$ cat config.mk
export PLATFORM = sky130hd
export DESIGN_NAME = hazard_forward_ctrl
export DESIGN_NICKNAME = d
export VERILOG_FILES = /design/src/rtl/hazard_forward_ctrl.sv
export SDC_FILE = /design/constraint.sdc
export NUM_CORES = 1
export LEC_CHECK = 0
export ABC_AREA = 1
export BUFFER_PORTS_ARGS = -buffer_cell sky130_fd_sc_hd__buf_2
export CORE_UTILIZATION = 53
export DETAILED_ROUTE_END_ITERATION = 8
export PLACE_DENSITY = 0.77
export REMOVE_ABC_BUFFERS = 1
export SYNTH_ARGS = -nofsm -noshare
export SYNTH_HDL_FRONTEND = slang
export SYNTH_SLANG_ARGS = --single-unit
$ cat constraint.sdc
create_clock -name clk -period 4.2 [get_ports clk]
set_input_delay 0.21 -clock clk [delete_from_list [all_inputs] [get_ports clk]]
set_output_delay 0.21 -clock clk [all_outputs]
set_load 0.01 [all_outputs]
$ cat src/rtl/hazard_forward_ctrl.sv
// hazard_forward_ctrl
// Hazard and forwarding controller for a five-stage pipelined CPU.
// - Keeps a shadow copy of the register-address/control fields for the E, M and W stages.
// - Resolves RAW hazards by forwarding into the EX operand muxes.
// - Resolves load-use hazards with a one-cycle stall plus a bubble in E.
// - Flushes D and E when a taken branch resolves in E.
// - Counts stall cycles, saturating at all-ones.
// Optional feature macro: HAZARD_ZERO_REG_EN.
// - When defined, register 0 is hard-wired: it never forwards and never stalls.
// - When undefined, register 0 behaves like any other register.
// There are no handshakes: every control output is a pure function of the
// shadow registers and the current D-stage inputs, valid in the same cycle.
module hazard_forward_ctrl #(
  parameter int REG_ADDR_W = 4,
  parameter int CNT_W      = 16
) (
  input  logic                  clk,
  input  logic                  rst,
  input  logic [REG_ADDR_W-1:0] RA1D,
  input  logic [REG_ADDR_W-1:0] RA2D,
  input  logic [REG_ADDR_W-1:0] WA3D,
  input  logic                  RegWriteD,
  input  logic                  MemtoRegD,
  input  logic                  PCSrcE,
  output logic [1:0]            ForwardAE,
  output logic [1:0]            ForwardBE,
  output logic                  StallF,
  output logic                  StallD,
  output logic                  FlushD,
  output logic                  FlushE,
  output logic [CNT_W-1:0]      stall_count
);

  localparam logic [1:0] FWD_REGFILE = 2'b00;
  localparam logic [1:0] FWD_RESULTW = 2'b01;
  localparam logic [1:0] FWD_ALUOUTM = 2'b10;

  // E-stage shadow fields
  logic [REG_ADDR_W-1:0] ra1e_q, ra1e_d;
  logic [REG_ADDR_W-1:0] ra2e_q, ra2e_d;
  logic [REG_ADDR_W-1:0] wa3e_q, wa3e_d;
  logic                  regwritee_q, regwritee_d;
  logic                  memtorege_q, memtorege_d;

  // M-stage shadow fields
  logic [REG_ADDR_W-1:0] wa3m_q;
  logic                  regwritem_q;

  // W-stage shadow fields
  logic [REG_ADDR_W-1:0] wa3w_q;
  logic                  regwritew_q;

  // Stall cycle counter
  logic [CNT_W-1:0]      stall_cnt_q, stall_cnt_d;

  // Internal (ungated) hazard terms
  logic                  regwrite_d_eff;
  logic                  src1d_ok;
  logic                  src2d_ok;
  logic                  src1e_ok;
  logic                  src2e_ok;
  logic                  ldstall;
  logic [1:0]            fwd_a;
  logic [1:0]            fwd_b;
  logic                  stall_int;
  logic                  flush_d_int;
  logic                  flush_e_int;

`ifdef HAZARD_ZERO_REG_EN
  // Register 0 is hard-wired: writes to it never count as writes, and a
  // source of 0 never matches a producer.
  assign regwrite_d_eff = RegWriteD && (WA3D != '0);
  assign src1d_ok       = (RA1D != '0);
  assign src2d_ok       = (RA2D != '0);
  assign src1e_ok       = (ra1e_q != '0);
  assign src2e_ok       = (ra2e_q != '0);
`else
  // Register 0 is an ordinary register.
  assign regwrite_d_eff = RegWriteD;
  assign src1d_ok       = 1'b1;
  assign src2d_ok       = 1'b1;
  assign src1e_ok       = 1'b1;
  assign src2e_ok       = 1'b1;
`endif

  // Operand forwarding select: M has priority over W, otherwise register file.
  always_comb begin
    fwd_a = FWD_REGFILE;
    fwd_b = FWD_REGFILE;
    if (src1e_ok && regwritem_q && (wa3m_q == ra1e_q)) begin
      fwd_a = FWD_ALUOUTM;
    end else if (src1e_ok && regwritew_q && (wa3w_q == ra1e_q)) begin
      fwd_a = FWD_RESULTW;
    end
    if (src2e_ok && regwritem_q && (wa3m_q == ra2e_q)) begin
      fwd_b = FWD_ALUOUTM;
    end else if (src2e_ok && regwritew_q && (wa3w_q == ra2e_q)) begin
      fwd_b = FWD_RESULTW;
    end
  end

  // Load-use detection and stall/flush decisions; a taken branch overrides a stall.
  always_comb begin
    ldstall     = memtorege_q && regwritee_q &&
                  ((src1d_ok && (wa3e_q == RA1D)) ||
                   (src2d_ok && (wa3e_q == RA2D)));
    stall_int   = ldstall && !PCSrcE;
    flush_d_int = PCSrcE;
    flush_e_int = ldstall || PCSrcE;
  end

  // All control outputs are held at zero while reset is asserted.
  always_comb begin
    ForwardAE = rst ? FWD_REGFILE : fwd_a;
    ForwardBE = rst ? FWD_REGFILE : fwd_b;
    StallF    = rst ? 1'b0 : stall_int;
    StallD    = rst ? 1'b0 : stall_int;
    FlushD    = rst ? 1'b0 : flush_d_int;
    FlushE    = rst ? 1'b0 : flush_e_int;
  end

  // Next E contents: D fields, or an all-zero bubble when E is flushed.
  always_comb begin
    ra1e_d      = RA1D;
    ra2e_d      = RA2D;
    wa3e_d      = WA3D;
    regwritee_d = regwrite_d_eff;
    memtorege_d = MemtoRegD;
    if (flush_e_int) begin
      ra1e_d      = '0;
      ra2e_d      = '0;
      wa3e_d      = '0;
      regwritee_d = 1'b0;
      memtorege_d = 1'b0;
    end
  end

  // Saturating stall counter next value.
  always_comb begin
    stall_cnt_d = stall_cnt_q;
    if (stall_int && (stall_cnt_q != '1)) begin
      stall_cnt_d = stall_cnt_q + 1'b1;
    end
  end

  // Shadow pipeline advance (W<=M, M<=E, E<=D or bubble) with synchronous reset.
  always_ff @(posedge clk) begin
    if (rst) begin
      ra1e_q      <= '0;
      ra2e_q      <= '0;
      wa3e_q      <= '0;
      regwritee_q <= 1'b0;
      memtorege_q <= 1'b0;
      wa3m_q      <= '0;
      regwritem_q <= 1'b0;
      wa3w_q      <= '0;
      regwritew_q <= 1'b0;
    end else begin
      ra1e_q      <= ra1e_d;
      ra2e_q      <= ra2e_d;
      wa3e_q      <= wa3e_d;
      regwritee_q <= regwritee_d;
      memtorege_q <= memtorege_d;
      wa3m_q      <= wa3e_q;
      regwritem_q <= regwritee_q;
      wa3w_q      <= wa3m_q;
      regwritew_q <= regwritem_q;
    end
  end

  // Stall cycle counter register.
  always_ff @(posedge clk) begin
    if (rst) begin
      stall_cnt_q <= '0;
    end else begin
      stall_cnt_q <= stall_cnt_d;
    end
  end

  assign stall_count = stall_cnt_q;

endmodule
==> flow_summary.toml, run 1 <==
[cells_and_area]
nNetsFinal = 375
area_growth_pct = 15.37
antennaDiodeCount = 0
drive_above_1_share_pct = 16.76
postLayoutCellArea_mm2 = 0.002386
final_util_pct = 64.69
stdcell_count = 406

[pwr]
p_switching_mw = 0.1836
ir_drop_uv = 379.6
pwr-share-comb_pct = 6.2
cellLeakagePower_nw = 1.322
power.density_mw_per_mm2 = 321.7
intPower_mw = 0.5840
clkPwrFrac_pct = 42.6
seqPwrFrac_pct = 51.1
swShare_pct = 23.92

[clocking]
path_clk_slew_ps = 80
clk_path_buf_depth = 2
cts_tree = "yes"
h-tree-depth = 2
cts_sinks = 40
clock_latency_ps = 300
cts_resized = 0
hold_buffers = 0
cts_buffers = 5
postCtsSetupRepairBufs = 0
cts_root_buf = "clkbuf_8"

[worst_hold_path]
hold_path_class = "in -> reg"
hp-start = "RegWriteD"
min_path_cells = 3
hold-path-endpoint = "regwritee_q"

[placement]
dpl_cell_area_mm2 = 0.002271
dp_hpwl_mm = 2.919
place.gp.congestion = 0.8075
io_buffers = 40
dp.cells = 398

[floorplanning]
coreArea_mm2 = 0.003689
fp-row-count = 22
initial_core_util_pct = 56.07
fp.dieH_um = 64.47
die_area_mm2 = 0.004156
io_pins = 41
fp.dieW_um = 64.47

[global_route]
grt_pass1_wl_mm = 7.024
grt.total_usage_pct = 21.84
grt_max_degree = 26
grt_pass1_vias = 1694
antenna_found_initial = 0
grt.overflow.total = 0

[synthesis]
synth-simple-area-share_pct = 34.48
synth.area.top_cells = "dfxtp_1 (39%), nand2_1 (15%), nor2_1 (13%)"
synth_common_cells = "nand2_1 (80), nor2_1 (70), inv_1 (58)"
synthArstFlopShare_pct = 0
synthDistinctLibCells = 28
synth_warnings = 0
synthAdderAreaFrac_pct = 0.6050
synth_xor_area_share_pct = 5.929
ys_seq_elements = 40
synthDominantCellAreaShare_pct = 38.72
yosysMostFrequentCell = "nand2_1"
syn_area_mm2 = 0.002068
synth-edff-count = 0
synth_top_family_by_area = "simple AND/OR/NAND/NOR gates"
synth_compound_area_share_pct = 6.413
synth.largest_area_cell = "dfxtp_1"
synth-seq-area-share_pct = 38.72
syn_inst = 317
muxShareOfSynthArea_pct = 0
synth_ff_type = "dfxtp_1"
syn_avg_cell_area_um2 = 6.524

[route]
vias = 1894
viasPerCell = 4.665
drtIter0Drc = 108
ant_nets = 0
wl_per_cell_um = 10.05
drt_first_pass_iters = 4
drc = 0
wirelength_mm = 4.079

[timing]
max_slew_margin_pct = 65.67
drv_slew = 0
setup_tns_ps = 0
hold_viol_final = 0
max_freq_mhz = 507.0
period_share_pct = 46.96
tightest_slew_ps = 514.4
setup_violations = 0
clock_skew_ps = 7.123
rsz0062_at_grt = "false"
layout_min_cycle_time_ps = 1972

[flow_run]
maxCapViolations = 0

[worst_setup_path]
crit_start = "wa3e_q[1]"
critPathLaunchType = "flop"
r2r_end = "stall_count[3]"
critPathMaxFanout = 7
reg2reg_depth = 9
cp_data_arrival_time_ps = 1760
endpoint_kind = "output port"
r2r_setup_slack_ps = 2500
crit_required_ps = 3990
crit_type = "reg -> out"
r2r_start = "stall_count[0]"

[status]
status = "complete, no violations"
## registers in the layout, indices dropped and copies added, names as in the netlist
signal       cells
memtorege_q      1
ra1e_q           4
ra2e_q           4
regwritee_q      1
regwritem_q      1
regwritew_q      1
stall_count     16
wa3e_q           4
wa3m_q           4
wa3w_q           4
## routing by layer
layer | vias to the layer above | wire, um | GRT usage, %
met2 | 42 | 1739 | 33.68
met3 | 8 | 166 | 5.986
met1 | 821 | 2097 | 28.95
met4 | 0 | 76 | 8.333
met5 | - | 0 | 0
li1 | 1023 | - | -
## area by class of cell
class / instances / area (um^2)
repair buffers: 40 / 200.2
multi-input cells: 209 / 980.9
fillers: 355 / 1303
clock inverters: 3 / 46.29
clock buffers: 5 / 68.82
inverters: 61 / 229.0
flip-flops and latches: 40 / 800.8
well taps: 48 / 60.06
## placed cells by master, fill, tap and decap left out, drive strengths merged
cell type and n:
o2111ai 2, nand3 8, nor2 73, clkbuf 5
a211oi 1, o211ai 2, o22ai 3, nor4 1
a221oi 1, inv 62, buf 40, bufinv 1
xor2 14, dfxtp 40, nor3 3, clkinvlp 1
o21ai 4, a21oi 6, nand4 3, ha 1
o21bai 2, nand2 85
## worst max-delay path: stages, from the launching register on
cell and delay (ps):
dfxtp_1 360, inv_1 70, nand2_1 60, nand2_1 50, nor2_1 100, nand2_1 70, nand2_2 120, nand3_1 250
nor2_1 240, buf_2 160
## power groups by stage
stage,registers (mW),clock network [mW],logic [mW]
2_1_floorplan,0.400,0,0.0295
3_3_place_gp,0.401,0,0.0470
3_5_place_dp,0.401,0,0.0475
4_1_cts,0.392,0.333,0.0480
5_1_grt,0.394,0.345,0.0549
6_report,0.393,0.327,0.0478
## worst max path at each step
| stage | end | slack [ps] | cells past startpoint |
|---|---|---|---|
| 6_report | StallF | 2230 | 9 |
| 5_1_grt | StallF | 2010 | 9 |
| 4_1_cts | StallF | 2200 | 9 |
| 3_5_place_dp | ForwardBE[0] | 2360 | 8 |
| 3_3_place_gp | ForwardBE[0] | 2380 | 8 |
| 2_1_floorplan | stall_count[3] | 2680 | 9 |
## through the flow
step	hold slack, ps	setup slack [ps]	total power, mW
3_3_place_gp	419.6	2382	0.4481
3_5_place_dp	417.8	2356	0.4488
6_report	118.6	2228	0.7677
5_1_grt	109.2	2015	0.7941
4_1_cts	110.9	2203	0.7736
2_1_floorplan	281.2	2681	0.4295
## logic make-up after synthesis
kind of cell	after synthesis
flip-flops	40
adder cells (fa/ha/maj)	1
buffers and inverters	68
AO/OA/AOI/OAI	21
AND/OR/NAND/NOR	173
XOR/XNOR	14
(Power assumes the default switching activity.)
==> run 2: changes to the inputs <==
Settings changed: CORE_UTILIZATION 53 to 49, PLACE_DENSITY 0.77 to 0.75.
Clock period 4.2 ns to 1.62 ns, I/O delays scaled along.
==> run 2 against run 1 <==
First-iteration DRC count increased by 20%. Critical path type unchanged. Clock-buffer cell count increased by 2. Flip-flop and latch count unchanged. Via count increased by 4.2%. Core utilization increased by 2.4 points.
==> flow_summary.toml, run 2 (synthesis results as in run 1) <==
[route]
vias = 1973
ant_nets = 0
drtIter0Drc = 130
drc = 0
drt_first_pass_iters = 4
wl_per_cell_um = 10.67
wirelength_mm = 4.576
viasPerCell = 4.599

[clocking]
clk_path_buf_depth = 2
cts_tree = "yes"
clock_latency_ps = 290
h-tree-depth = 2
path_clk_slew_ps = 70
cts_root_buf = "clkbuf_8"
cts_buffers = 5
cts_sinks = 40

[floorplanning]
fp-row-count = 23
fp.dieW_um = 66.97
coreArea_mm2 = 0.004029
die_area_mm2 = 0.004485
fp.dieH_um = 66.97
io_pins = 41
initial_core_util_pct = 51.34

[global_route]
grt_pass1_wl_mm = 7.410
grt_max_degree = 19
grt.overflow.total = 0
antenna_found_initial = 0
grt.total_usage_pct = 22.22
grt_pass1_vias = 1726

[timing]
max_freq_mhz = 621.5
period_share_pct = 99.32
max_slew_margin_pct = 81.70
rsz0062_at_grt = "true"
tightest_slew_ps = 274.2
timing.hold.ws_ps = 34.18
drv_slew = 0
hold_viol_final = 0
setup_violations = 0
clock_skew_ps = 9.594
layout_min_cycle_time_ps = 1609

[cells_and_area]
area_growth_pct = 30.61
antennaDiodeCount = 0
nNetsFinal = 397
postLayoutCellArea_mm2 = 0.002701
drive_above_1_share_pct = 28.23
final_cell_mix = "nand2_1 (77), nor2_1 (59), inv_1 (55)"
final_common_cell = "nand2_1"
largest_register_ffs = 16

[status]
status = "complete, no violations"

[pwr]
power.density_mw_per_mm2 = 700.8
cellLeakagePower_nw = 1.441
ir_drop_uv = 430.2

[worst_hold_path]
hold_path_class = "in -> reg"
hp-start = "RA1D[0]"

[worst_setup_path]
crit_type = "reg -> out"
crit_required_ps = 1540
endpoint_kind = "output port"
crit_start = "wa3e_q[2]"
cp_data_arrival_time_ps = 1530
r2r_start = "wa3e_q[2]"
critPathLaunchType = "flop"
critPathMaxFanout = 3

[placement]
dp_hpwl_mm = 3.096
dpl_cell_area_mm2 = 0.002361
place.gp.congestion = 0.9137
io_buffers = 40

[flow_run]
maxCapViolations = 0
run 2: layout make-up:
| cell class | count | area (um^2) |
|---|---|---|
| multi-input cells | 209 | 1085 |
| repair buffers | 62 | 417.9 |
| flip-flops and latches | 40 | 810.8 |
| clock buffers | 7 | 96.34 |
| well taps | 50 | 62.56 |
| inverters | 61 | 229.0 |
| fillers | 351 | 1328 |
run 2: repair_timing:
item                       CTS  global route
resized for setup            6            34
pin swaps                    2            17
setup buffers                1             5
cloned                       0             1
setup endpoints to repair    2            17
hold endpoints to repair     6             0
hold buffers                 6             0
run 2: report_power, final:
group / switching, mW / total [mW] / internal, mW
Combinational: 0.0873 / 0.155 / 0.0676
Clock: 0.340 / 0.719 / 0.379
Sequential: 0.0154 / 1.02 / 1.00
run 2: final timing paths:
| kind | endpoint | cells after the start | slack (ps) |
|---|---|---|---|
| max reg2reg | stall_count[10] | 11 | 80 |
| min | ra1e_q[0] | 3 | 30 |
| min reg2reg | regwritem_q | 2 | 430 |
| max | FlushE | 10 | 10 |
run 2: metrics by stage:
step | total power, mW | util (%) | std cells | setup TNS [ps] | setup slack [ps]
floorplan | 1.114 | - | 310 | 0 | 101.0
global placement | 1.168 | 58.60 | 410 | 0 | 109.9
detailed placement | 1.170 | 58.60 | 410 | 0 | 52.74
CTS | 1.900 | 62.80 | 423 | -12.63 | -12.63
global route | 1.973 | 67.05 | 429 | -639.3 | -90.24
finish | 1.893 | 67.05 | 429 | 0 | 11.00
run 2: metal layers:
metal / track usage (%) / part of all wire (%)
met1: 28.84 / 48
met2: 34.22 / 45
met3: 5.822 / 5.3
met4: 9.574 / 1.6
met5: 0 / 0
run 2: worst max-delay path: stages, from the launching register on:
cell	delay (ps)
dfxtp_2	340
inv_2	50
nand2_1	50
nand2_1	60
nor2_1	130
nand2_1	70
nand2_2	110
buf_6	130
a21oi_4	50
nor2_2	120
buf_2	140
==> run 3: changes to the inputs <==
Settings changed: SETUP_SLACK_MARGIN from default to 0.5.
==> run 3 against run 2 <==
The flow now finishes with violations (negative setup slack). Sequential share of layout area fell by 3.3 points. Fmax decreased by 2.9%. Die area stayed put. Largest cell class unchanged. Largest power group unchanged.
==> flow_summary.toml, run 3 (synthesis results as in run 1) <==
[route]
wl_met2_mm = 3.111
vias = 2243
routed-wl-met3_um = 281
wirelength_mm = 6.263
drt_first_pass_iters = 4
ant_nets = 0
highest_layer = "met4"
drtIter0Drc = 153
wl_per_cell_um = 13.95
viasPerCell = 4.996
drc = 0
wl_met1_mm = 2.664

[worst_setup_path]
critPathMaxFanout = 8
crit_required_ps = 1830
crit_type = "reg -> reg"
r2r_end = "stall_count[10]"
r2r_start = "stall_count[0]"
r2r_setup_slack_ps = -40
cp_data_arrival_time_ps = 1870
endpoint_kind = "flop"
reg2reg_depth = 10
critPathLaunchType = "flop"

[timing]
setup_violations = 13
tightest_slew_ps = 293.0
hold_viol_final = 0
setup_tns_ps = -235.9
max_slew_margin_pct = 80.47
layout_min_cycle_time_ps = 1658
max_freq_mhz = 603.3
clock_skew_ps = 11.64
drv_slew = 0
period_share_pct = 102.3
setup_slack_ps = -37.67
rsz0062_at_grt = "true"

[floorplanning]
io_pins = 41
fp-row-count = 23
die_area_mm2 = 0.004485
fp.dieW_um = 66.97
coreArea_mm2 = 0.004029
fp.dieH_um = 66.97
initial_core_util_pct = 51.34

[clocking]
cts_buffers = 5
clock_latency_ps = 300
path_clk_slew_ps = 80
clk_path_buf_depth = 2
cts_tree = "yes"
h-tree-depth = 2
cts_root_buf = "clkbuf_8"
cts_sinks = 40

[worst_hold_path]
hp-start = "RA1D[1]"
min_path_cells = 3
hold_path_class = "in -> reg"
hold-path-endpoint = "ra1e_q[1]"

[cells_and_area]
area_growth_pct = 50.27
seq_area_um2 = 829.5
antennaDiodeCount = 0
multi_input_area_mm2 = 0.001294
largest_register_ffs = 16
nNetsFinal = 417
nFillCells = 258
final_common_cell = "nand2_1"
final_cell_mix = "nand2_1 (60), inv_1 (50), nor2_1 (44)"
drive_above_1_share_pct = 45.61

[pwr]
clkPwrFrac_pct = 36.9
pwr-share-comb_pct = 11.6
swShare_pct = 25.33
intPower_mw = 1.482
cellLeakagePower_nw = 1.553
power.density_mw_per_mm2 = 638.6
total_power_mw = 1.985
p_switching_mw = 0.5028
ir_drop_uv = 807.9
seqPwrFrac_pct = 51.5

[global_route]
grt_max_degree = 19
grt.total_usage_pct = 24.36
grt_pass1_wl_mm = 8.093
antenna_found_initial = 0
grt.overflow.total = 0
grt_pass1_vias = 1885

[placement]
dp_hpwl_mm = 3.096
io_buffers = 40
place.gp.congestion = 0.9137
dpl_worst_slack_ps = 52.74

[status]
violations = "negative setup slack"
status = "finished, violations left"

[flow_run]
maxCapViolations = 0
-- run 3: cell types whose count changed in the layout (fill, tap and decap cells not counted), sizes merged --
cell and delta:
buf +19, nand2 +1
-- run 3: worst max path at each step --
stage                    from         endpoint  slack [ps]
2_1_floorplan  stall_count[0]   stall_count[3]         100
3_3_place_gp   stall_count[1]  stall_count[13]         110
3_5_place_dp   stall_count[1]   stall_count[0]          50
4_1_cts             wa3e_q[3]           StallD          30
5_1_grt             wa3e_q[1]   stall_count[8]        -150
6_report       stall_count[0]  stall_count[10]         -40
-- run 3: area by class of cell --
cell class | count | area share (%)
flip-flops and latches | 40 | 26.69
inverters | 61 | 7.367
multi-input cells | 210 | 41.63
well taps | 50 | 2.013
repair buffers | 81 | 19.20
clock buffers | 7 | 3.100
-- run 3: worst max-delay path, stage by stage, from the launching register on --
cell and delay [ps]:
dfxtp_2 340, ha_2 190, nand2_2 100, inv_2 60, nand2_2 110, nor2_4 50
nand2_2 80, nand4_4 230, clkbuf_16 260, nor2_2 110, nor2_1 40
-- run 3: power groups by stage --
stage                     logic, mW  clock network [mW]  registers, mW
after floorplan              0.0766                   0           1.04
after global placement        0.128                   0           1.04
after detailed placement      0.129                   0           1.04
after CTS                     0.176               0.737           1.02
after global routing          0.247               0.787           1.02
final                         0.230               0.732           1.02
-- run 3: timing repair --
| action | in CTS | in global routing |
|---|---|---|
| hold buffers | 6 | 0 |
| setup endpoints to repair | 37 | 38 |
| gates cloned | 1 | 1 |
| resized for setup | 35 | 89 |
| setup buffers | 16 | 8 |
| pin swaps | 10 | 26 |
| endpoints found under the hold margin | 6 | 0 |
-- run 3: metal layers --
layer | GRT usage, % | vias to the layer above
met5 | 0 | -
met4 | 9.840 | 0
met3 | 5.993 | 19
met2 | 39.27 | 78
met1 | 30.69 | 1041
li1 | - | 1105
-- run 3: per-stage QoR --
step / utilization [%] / hold slack [ps] / area (um^2) / std cells
final: 77.14 / 42.98 / 3108 / 449
after global routing: 77.14 / 21.16 / 3108 / 449
after CTS: 67.76 / 17.96 / 2730 / 440
after detailed placement: 58.60 / 299.5 / 2361 / 410
after global placement: 58.60 / 293.3 / 2361 / 410
after floorplan: - / 152.2 / 2011 / 310
